--- src/rtl/alu_pkg.sv ---
// rtl/alu_pkg.sv - opcode constants and sequencer state type shared with the ALU side
package alu_pkg;

  localparam logic [2:0] ADD = 3'd0;
  localparam logic [2:0] SUB = 3'd1;
  localparam logic [2:0] DIV = 3'd2;
  localparam logic [2:0] MUL = 3'd3;
  localparam logic [2:0] OR  = 3'd4;
  localparam logic [2:0] NOT = 3'd5;
  localparam logic [2:0] SHL = 3'd6;
  localparam logic [2:0] SHR = 3'd7;

  typedef enum logic [2:0] {
    GET_OP  = 3'd0,
    GET_A   = 3'd1,
    GET_B   = 3'd2,
    EXEC    = 3'd3,
    SEND_LO = 3'd4,
    SEND_HI = 3'd5
  } seq_state_t;

endpackage

--- src/rtl/alu_cmd_sequencer.sv ---
// rtl/alu_cmd_sequencer.sv - byte-stream command front end for the combinational 8-bit ALU
module alu_cmd_sequencer
  import alu_pkg::*;
#(
  parameter int EXEC_WAIT = 1,
  parameter int TIMEOUT   = 255
) (
  input  logic        clk,
  input  logic        rst,
  input  logic [7:0]  in_data,
  input  logic        in_valid,
  output logic        in_ready,
  output logic [7:0]  out_data,
  output logic        out_valid,
  input  logic        out_ready,
  output logic [2:0]  alu_op,
  output logic [7:0]  alu_a,
  output logic [7:0]  alu_b,
  input  logic [15:0] alu_result,
  output logic        busy,
  output logic        err
);

  // One counter serves both the inter-byte timeout and the EXEC settle wait.
  localparam int CNT_MAX = (EXEC_WAIT > TIMEOUT) ? EXEC_WAIT : TIMEOUT;
  localparam int CW      = (CNT_MAX > 1) ? $clog2(CNT_MAX + 1) : 1;

  seq_state_t    state, state_n;
  logic [CW-1:0] cnt, cnt_n;
  logic [2:0]    op_n;
  logic [7:0]    a_n, b_n;
  logic [15:0]   result, result_n;
  logic          err_n;
  logic          in_fire, out_fire, tmo_hit, exec_last;

  assign in_ready  = (state == GET_OP) || (state == GET_A) || (state == GET_B);
  assign out_valid = (state == SEND_LO) || (state == SEND_HI);
  assign busy      = (state != GET_OP);
  assign out_data  = (state == SEND_HI) ? result[15:8] : result[7:0];
  assign in_fire   = in_valid & in_ready;
  assign out_fire  = out_valid & out_ready;
  assign tmo_hit   = (TIMEOUT != 0) && (int'(cnt) == TIMEOUT - 1);
  assign exec_last = (int'(cnt) == EXEC_WAIT - 1);

  always_comb begin
    state_n  = state;
    cnt_n    = cnt;
    op_n     = alu_op;
    a_n      = alu_a;
    b_n      = alu_b;
    result_n = result;
    err_n    = 1'b0;
    case (state)
      GET_OP: begin
        cnt_n = '0;
        if (in_fire) begin
          if (in_data[7:3] == 5'd0) begin
            op_n    = in_data[2:0];
            state_n = GET_A;
          end else begin
            err_n = 1'b1;
          end
        end
      end
      GET_A: begin
        if (in_fire) begin
          cnt_n = '0;
          a_n   = in_data;
          if (alu_op == NOT) begin
            b_n     = 8'd0;
            state_n = EXEC;
          end else begin
            state_n = GET_B;
          end
        end else if (tmo_hit) begin
          cnt_n   = '0;
          err_n   = 1'b1;
          state_n = GET_OP;
        end else if (TIMEOUT != 0) begin
          cnt_n = cnt + 1'b1;
        end
      end
      GET_B: begin
        if (in_fire) begin
          cnt_n   = '0;
          b_n     = in_data;
          state_n = EXEC;
        end else if (tmo_hit) begin
          cnt_n   = '0;
          err_n   = 1'b1;
          state_n = GET_OP;
        end else if (TIMEOUT != 0) begin
          cnt_n = cnt + 1'b1;
        end
      end
      EXEC: begin
        // Operands are registered, so the ALU has been settling since entry.
        if (exec_last) begin
          cnt_n    = '0;
          result_n = alu_result;
          state_n  = SEND_LO;
        end else begin
          cnt_n = cnt + 1'b1;
        end
      end
      SEND_LO: if (out_fire) state_n = SEND_HI;
      SEND_HI: if (out_fire) state_n = GET_OP;
      default: state_n = GET_OP;
    endcase
  end

  always_ff @(posedge clk or posedge rst) begin
    if (rst) begin
      state  <= GET_OP;
      cnt    <= '0;
      alu_op <= 3'd0;
      alu_a  <= 8'd0;
      alu_b  <= 8'd0;
      result <= 16'd0;
      err    <= 1'b0;
    end else begin
      state  <= state_n;
      cnt    <= cnt_n;
      alu_op <= op_n;
      alu_a  <= a_n;
      alu_b  <= b_n;
      result <= result_n;
      err    <= err_n;
    end
  end

endmodule
--- config.mk ---
export PLATFORM = sky130hd
export DESIGN_NAME = alu_cmd_sequencer
export DESIGN_NICKNAME = d
export VERILOG_FILES = /design/src/rtl/alu_pkg.sv /design/src/rtl/alu_cmd_sequencer.sv
export SDC_FILE = /design/constraint.sdc
export NUM_CORES = 1
export LEC_CHECK = 0
export ABC_AREA = 1
export BUFFER_PORTS_ARGS = -buffer_cell sky130_fd_sc_hd__buf_4
export CAP_MARGIN = 5
export CORE_AREA = 10 10 82 84
export DETAILED_ROUTE_END_ITERATION = 7
export DIE_AREA = 0 0 92 94
export HOLD_SLACK_MARGIN = 0.03
export PLACE_DENSITY = 0.73
export SETUP_SLACK_MARGIN = 0.05
export SYNTH_ARGS = -nofsm -noshare
export SYNTH_HDL_FRONTEND = slang
export SYNTH_SLANG_ARGS = --single-unit
--- constraint.sdc ---
create_clock -name clk -period 1.3 [get_ports clk]
set_input_delay 0 -clock clk [delete_from_list [all_inputs] [get_ports clk]]
set_output_delay 0 -clock clk [all_outputs]
set_load 0.02 [all_outputs]
# Word level (Yosys, flattened, before mapping)
# Cells that the tools add are included.
[totals]
ff_bits = 47
latchBits = 0
ramBits = 0
mem_bits_ro = 0
out_inout_bits = 31
memories = 0
[classes]
addsub = 1
mul = 0
div = 0
magnitude_cmp = 0
eq_ne = 15
shifts = 0
n_mux = 24
n_bitwise = 2
n_reduce_logical = 15
[ops]
columns = ["op", "count"]
rows = [
  ["2-to-1 mux 8 bit", 7],
  ["2-to-1 mux 3 bit", 8],
  ["one-hot mux 8 bit (3 select lines)", 1],
  ["one-hot mux 3 bit (6 select lines)", 1],
  ["one-hot mux 8 bit (2 select lines)", 1],
  ["!= test 2 bit (second input constant)", 6],
  ["equality test 3 bit (second input constant)", 3],
  ["adder 8 x 1 -> 8 bit (second input constant)", 1],
  ["equality test 8 x 2 -> 1 bit (second input constant)", 1],
  ["zero test 8 bit", 1],
  ["equality test 3 x 2 -> 1 bit (second input constant)", 2],
  ["nonzero test 3 bit", 2],
  ["zero test 5 bit", 1],
  ["2-to-1 mux 1 bit", 5],
  ["AND reduction 5 bit", 1],
  ["!= test 2 x 1 -> 1 bit (second input constant)", 2],
  ["AND reduction 2 bit", 2],
  ["AND reduction 4 bit", 1],
  ["equality test 3 x 1 -> 1 bit (second input constant)", 1],
  ["zero test 3 bit", 1],
  ["logical OR 1 bit", 3],
  ["AND reduction 3 bit", 1],
  ["AND 1 bit", 2],
  ["one-hot mux 1 bit (2 select lines)", 1],
  ["2 further kinds", 2],
]

# Longest topological paths before layout
# Gate-level depths: netlist of the first run.
[logic_depth]
depth_word = 6
ltp_mapped = 10

# Worst setup path after synthesis of the first run
# No wires, ideal clock.
[synth_timing]
path_kind = "flip-flop to output port"
start = "reg state[1]"
end = "out out_data[2]"
arrival_ps = 1388
t_required_ps = 1300
slack_ps = -88
stages_incl_launch_ff = 6
path_buffers = 2
path_cell_list = "dfrtp_1 -> buf_6 -> nor2_1 -> nand2_1 -> buf_2 -> o21ai_0"
[synth_via]
elab_chain_len = 2
[synth_lines]
columns = ["element", "line_no", "source"]
rows = [
  ["start: declaration", "alu_cmd_sequencer.sv:28", "seq_state_t state, state_n;"],
  ["start signal: assignment", "alu_cmd_sequencer.sv:122", "state <= state_n;"],
  ["equality test 3 bit", "alu_cmd_sequencer.sv:39", "assign out_data = (state == SEND_HI) ? result[15:8] : result[7:0];"],
  ["2-to-1 mux 8 bit", "alu_cmd_sequencer.sv:39", ""],
  ["end: declaration", "alu_cmd_sequencer.sv:13", "output logic [7:0] out_data,"],
]
# No other way between the ends.

# Worst setup path after layout of the first run
[layout_timing]
start = "reg state[1]"
end = "reg result[1]"
[layout_via]
elab_chain_len = 2
[layout_lines]
columns = ["element", "line_no", "source"]
rows = [
  ["equality test 3 x 2 -> 1 bit", "alu_cmd_sequencer.sv:53", "case (state)"],
  ["AND reduction 2 bit (no line)", "--", ""],
  ["end signal: assignment", "alu_cmd_sequencer.sv:127", "result <= result_n;"],
  ["end: declaration", "alu_cmd_sequencer.sv:32", "logic [15:0] result, result_n;"],
]
# No other way between the ends.
# A chain may end at the register's enable or synchronous reset.

==> results of run 1 <==
flip-flops by register name, summed over array words and instances (netlist names):
| register | count |
|---|---|
| alu_b | 8 |
| state | 3 |
| alu_op | 3 |
| alu_a | 8 |
| cnt | 8 |
| err | 1 |
| result | 16 |
synth_stat cells:
library cell	instances	area (µm²)
o21ai_1	5	25.02
nor3_4	3	48.80
xor2_1	2	17.52
nand2_2	4	25.02
o21ai_0	26	130.1
a211oi_1	1	7.510
nand2_1	85	319.1
a21oi_1	7	35.03
ha_1	3	37.54
inv_2	3	11.26
o21ai_2	6	52.55
o21bai_1	1	7.510
nand4_1	2	12.51
nand3_2	2	20.02
o22ai_1	1	6.260
dfrtp_1	47	1176
buf_2	4	20.02
mux2_2	2	22.52
buf_6	4	45.04
nor2_2	3	18.77
nor2_1	13	48.80
nand3b_1	1	7.510
buf_4	1	7.510
nand3_1	14	70.07
inv_1	42	157.7
kinds of logic after synthesis:
logic type / count (synthesis) / share of synthesized area, %
muxes: 2 / 0.9666
AOI/OAI and AO/OA: 47 / 11.33
adders and majority gates: 3 / 1.611
buffers and inverters: 54 / 10.37
DFF: 47 / 50.48
and+or+nand+nor: 127 / 24.49
xor gates and xnor gates: 2 / 0.7520
worst max-delay path by stage:
stage	from	endpoint	slack (ns)	cells after the start
floorplan	state[1]$_DFFE_PP0P_	out_data[2]	-0.09	5
global placement	cnt[1]$_DFFE_PP0P_	cnt[2]$_DFFE_PP0P_	-0.07	9
detailed placement	cnt[0]$_DFFE_PP0P_	cnt[1]$_DFFE_PP0P_	-0.09	9
CTS	state[1]$_DFFE_PP0P_	out_data[0]	-0.12	4
global route	state[1]$_DFFE_PP0P_	out_data[3]	-0.26	5
finish	state[1]$_DFFE_PP0P_	result[1]$_DFFE_PP0P_	-0.21	7
timing repair:
action                                  4_1_cts  5_1_grt
hold buffers                                 27        0
resized for setup                            83       34
endpoints found under the hold margin        67        0
gates cloned                                  2        2
buffers inserted                             16        4
pin swaps                                    21       18
endpoints found under the setup margin       56       58
power groups by stage:
stage	clock (mW)	sequential, mW	combinational [mW]
floorplan	0	2.75	2.06
global route	1.09	2.58	6.36
finish	1.01	2.53	5.93
detailed placement	0	2.48	3.96
CTS	1.00	2.47	5.25
global placement	0	2.46	3.87
worst reg2reg max path, cell delays in order, from the launching register on:
cell,delay [ns]
dfrtp_2,0.44
buf_4,0.17
inv_2,0.05
nor3_4,0.22
nand3_4,0.17
buf_6,0.19
nand2_1,0.08
o21ai_1,0.08
final cells by class:
| type | count | area [µm²] |
|---|---|---|
| Tap cell | 70 | 87.58 |
| Fill cell | 301 | 1067 |
| Timing Repair Buffer | 130 | 1236 |
| Sequential cell | 47 | 1179 |
| Clock inverter | 1 | 7.507 |
| Inverter | 45 | 176.4 |
| Antenna cell | 1 | 2.502 |
| Clock buffer | 7 | 96.34 |
| Multi-Input combinational cell | 182 | 1222 |
per-layer routing:
layer | wire length, µm | vias up | part of all wire, % | track usage [%]
met5 | 0 | - | 0 | 0
met4 | 269 | 0 | 3.3 | 4.884
met3 | 518 | 30 | 6.4 | 5.835
met2 | 4331 | 104 | 53 | 32.00
met1 | 3022 | 1202 | 37 | 18.07
li1 | - | 1143 | - | -
==> results.sh, run 1 <==
export IMPL_power_density_nw_per_um2=2365
export IMPL_grt_pass1_wl_um=12260
export IMPL_setup_slack_ns=-0.2059
export IMPL_hpwl_um=4416
export IMPL_crit_slowest_cell="dfrtp_2"
export IMPL_sequentialPowerShare_pct=26.7
export IMPL_p_int_mw=5.380
export IMPL_reg2reg_from="state[1]$_DFFE_PP0P_"
export IMPL_clockPowerShare_pct=10.7
export IMPL_final_setup_skew_ns=0.007438
export IMPL_rows=26
export IMPL_netlist_instances=282
export IMPL_rr_worst_depth=7
export IMPL_yosys_warnings=0
export IMPL_switching_power_mw=4.097
export IMPL_synth_seq_area_share_pct=50.48
export IMPL_grt_overflow_total=0
export IMPL_crit_chain="buf_4 > inv_2 > nor3_4 > nand3_4 > buf_6 > nand2_1 > o21ai_1"
export IMPL_arrival_ns=1.71
export IMPL_die_h_um=94
export IMPL_drc=0
export IMPL_fin_total_pwr_mw=9.476
export IMPL_globalRouteTotalUtil_pct=17.25
export IMPL_setup_tns_ns=-6.838
export IMPL_clock_sinks=47
export IMPL_worst_slew_pin_slew_ns=0.5565
export IMPL_dp_cells=423
export IMPL_critical_path_top_delay_family="simple AND/OR/NAND/NOR gates"
export IMPL_worstSkewPairLatency_ns=0.31
export IMPL_crit_path_end_kind="flop"
export IMPL_synth_area_um2=2330
export IMPL_ir_drop_mv=1.836
export IMPL_path_buf_inv=3
export IMPL_vias_per_cell=5.133
export IMPL_cts_path_max_buffers=2
export IMPL_clk_pin_slew_worst_paths_ns=0.10
export IMPL_post_route_util_pct=78.97
export IMPL_drv_slew=0
export IMPL_hold_violations=0
export IMPL_core_area_um2=5075
export IMPL_power_frac_comb_pct=62.6
export IMPL_route_detailed_wl_per_inst_um=16.86
export IMPL_layout_cells_non_filler=483
export IMPL_areaGrowthSynthToFinish_pct=72.02
export IMPL_critPathLaunchType="flop"
export IMPL_clock_fmax_mhz=664.1
export IMPL_cts_tree="built"
export IMPL_drt_iter0_markers=146
export IMPL_start_util_pct=45.91
export IMPL_syn_nets=313
export IMPL_crit_type="reg2reg"
export IMPL_ys_types=25
export IMPL_vias=2479
export IMPL_finish_instance_area_um2=4008
export IMPL_drive_gt1_share_pct=45.39
export IMPL_ant_nets=0
export IMPL_syn_area_per_cell_um2=8.261
export IMPL_placed_area_um2=3003
export IMPL_die_x_um=92
export IMPL_htreeDepth=2
export IMPL_antenna_found_initial=1
export IMPL_first_global_vias=2571
export IMPL_crit_path_max_incr_delay_ns=0.44
export IMPL_reg2reg_to="result[1]$_DFFE_PP0P_"
export IMPL_first_pass_iters=4
export IMPL_root_buffer="clkbuf_8"
export IMPL_power_leakage_nw=2.015
export IMPL_hold_class="in2async"
export IMPL_status="complete, but fails checks"
export IMPL_ys_ff_latch=47
export IMPL_crit_required_ns=1.50
export IMPL_dp_slack_ns=-0.09198
export IMPL_layout_commonest_cell="buf_4"
export IMPL_final_cell_mix="70 x buf_4, 62 x nand2_1, 45 x dfrtp_1"
export IMPL_numCtsBuffers=5
export IMPL_pin_count=59
export IMPL_dieArea_um2=8648
export IMPL_max_slew_margin_pct=62.67
export IMPL_port_buffers=58
export IMPL_worstPathMaxFanout=12
export IMPL_setup_viol=57
export IMPL_violations="negative setup slack"
export IMPL_finalCriticalPeriod_ns=1.506
export IMPL_ff2ff_setup_slack_ns=-0.21
export IMPL_fin_crit_sh_pct=115.8
export IMPL_grt_setup_unrepaired="true"
export IMPL_p_sw_share_pct=43.23
export IMPL_grt_max_degree=21
export IMPL_wirelength_um=8141
export IMPL_holdWs_ns=0.2141
export IMPL_gp_congestion=0.8479
export IMPL_final_nets=442
export IMPL_drv_cap=0
(Power assumes the default switching activity.)
==> run 2, diff against run 1 <==
==> constraint.sdc (replaced) <==
create_clock -name clk -period 1.33 [get_ports clk]
set_input_delay 0 -clock clk [delete_from_list [all_inputs] [get_ports clk]]
set_output_delay 0 -clock clk [all_outputs]
set_load 0.02 [all_outputs]
==> results.sh, run 2 (synthesis results as in run 1) <==
export IMPL_post_route_util_pct=76.23
export IMPL_grt_max_degree=33
export IMPL_p_int_mw=5.095
export IMPL_crit_slowest_cell="dfrtp_2"
export IMPL_fill_cells=334
export IMPL_sequentialPowerShare_pct=27.6
export IMPL_setup_tns_ns=-3.121
export IMPL_setup_slack_ns=-0.1328
export IMPL_max_slew_margin_pct=74.26
export IMPL_final_setup_skew_ns=0.007312
export IMPL_drt_iter0_markers=125
export IMPL_ant_nets=0
export IMPL_start_util_pct=45.91
export IMPL_finish_instance_area_um2=3869
export IMPL_power_density_nw_per_um2=2286
export IMPL_final_nets=437
export IMPL_crit_path_start="state[1]$_DFFE_PP0P_"
export IMPL_cts_tree="built"
export IMPL_multi_input_area_um2=1184
export IMPL_wirelength_um=7062
export IMPL_drive_gt1_share_pct=43.73
export IMPL_reg2reg_from="state[0]$_DFFE_PP0P_"
export IMPL_final_cell_mix="71 x buf_4, 62 x nand2_1, 45 x dfrtp_1"
export IMPL_rows=26
export IMPL_htreeDepth=2
export IMPL_grt_setup_unrepaired="true"
export IMPL_largest_reg_flops=16
export IMPL_core_area_um2=5075
export IMPL_worstSkewPairLatency_ns=0.31
export IMPL_critPathLaunchType="flop"
export IMPL_power_leakage_nw=1.960
export IMPL_finalCriticalPeriod_ns=1.463
export IMPL_p_sw_share_pct=42.39
export IMPL_vias=2313
export IMPL_placed_area_um2=2995
export IMPL_fin_total_pwr_mw=8.843
export IMPL_crit_path_max_incr_delay_ns=0.45
export IMPL_switching_power_mw=3.749
export IMPL_numCtsBuffers=5
export IMPL_clock_sinks=47
export IMPL_worstPathMaxFanout=4
export IMPL_clock_fmax_mhz=683.6
export IMPL_final_seq_area_um2=1179
export IMPL_drv_cap=0
export IMPL_vias_per_cell=4.849
export IMPL_largest_register="result"
export IMPL_gp_congestion=0.8914
export IMPL_arrival_ns=1.46
export IMPL_status="complete, but fails checks"
export IMPL_dieArea_um2=8648
export IMPL_first_pass_iters=4
export IMPL_hold_class="in2async"
export IMPL_path_buf_inv=3
export IMPL_root_buffer="clkbuf_8"
export IMPL_hpwl_um=4361
export IMPL_worst_slew_pin_slew_ns=0.3855
export IMPL_fin_crit_sh_pct=110.0
export IMPL_grt_overflow_total=0
export IMPL_crit_chain="nor2_4 > buf_4 > nand2_1 > nand2_2 > inv_1 > nand2_2 > buf_6"
export IMPL_critical_path_top_delay_family="flip-flops"
export IMPL_power_frac_comb_pct=59.8
export IMPL_ir_drop_mv=1.654
export IMPL_grt_pass1_wl_um=11060
export IMPL_port_buffers=58
export IMPL_areaGrowthSynthToFinish_pct=66.06
export IMPL_cp_common_cell="nand2_2"
export IMPL_pin_count=59
export IMPL_violations="negative setup slack"
export IMPL_dp_slack_ns=-0.1004
export IMPL_layout_commonest_cell="buf_4"
export IMPL_globalRouteTotalUtil_pct=15.42
export IMPL_dp_cells=426
export IMPL_first_global_vias=2260
export IMPL_crit_type="reg2out"
export IMPL_clk_pin_slew_worst_paths_ns=0.09
export IMPL_holdWs_ns=0.2214
export IMPL_die_x_um=92
export IMPL_route_detailed_wl_per_inst_um=14.81
export IMPL_clockPowerShare_pct=12.7
export IMPL_setup_viol=46
export IMPL_layout_cells_non_filler=477
export IMPL_drc=0
export IMPL_antenna_found_initial=0
export IMPL_crit_path_end_kind="primary output"
export IMPL_cts_path_max_buffers=2
export IMPL_drv_slew=0
export IMPL_hold_violations=0
export IMPL_die_h_um=94
export IMPL_antenna_cells=0
export IMPL_crit_required_ns=1.33
[run 2: per-layer routing]
layer  share of wire, %  up-vias  global-route usage, %
li1                   -     1134                      -
met1                 41     1099                  18.42
met2                 52       67                  26.35
met3                5.6       13                  4.876
met4                1.7        0                  3.728
met5                  0        -                      0
[run 2: path summary, 6_finish.rpt]
path | endpoint | slack [ns] | cells after the start
max reg2reg | result[10]$_DFFE_PP0P_ | -0.13 | 8
max | in_ready | -0.13 | 7
min in group clk | alu_b[4]$_DFFE_PP0P_ | 0.45 | 4
min | alu_b[3]$_DFFE_PP0P_ | 0.22 | 3
max in group asynchronous | state[1]$_DFFE_PP0P_ | 0.61 | 4
min reg2reg | result[8]$_DFFE_PP0P_ | 0.49 | 2
[run 2: area by class of cell]
class                      instances  area share (%)
inverter                          45           4.366
tap                               70           2.264
timing repair buffer             125           29.17
clock inverter                     2           1.003
multi-input combinational        182           30.60
clock buffer                       6           2.135
sequential                        47           30.47
[run 2: power by group through the flow]
stage	clock network [mW]	logic [mW]	registers, mW
after floorplan	0	1.98	2.68
after global placement	0	3.74	2.36
after detailed placement	0	3.82	2.38
after CTS	1.13	4.76	2.39
after global routing	1.21	5.68	2.50
final	1.12	5.29	2.44
[run 2: what timing repair did]
item | CTS | global route
pin swaps | 11 | 9
setup buffers | 13 | 1
resized for setup | 69 | 41
cloned | 2 | 0
endpoints found under the setup margin | 55 | 58
endpoints found under the hold margin | 70 | 0
hold buffers | 27 | 0
[run 2: tightest hold or removal path: stages]
cell	delay, ns
dlygate4sd3_1	0.53
buf_4	0.13
inv_2	0.29
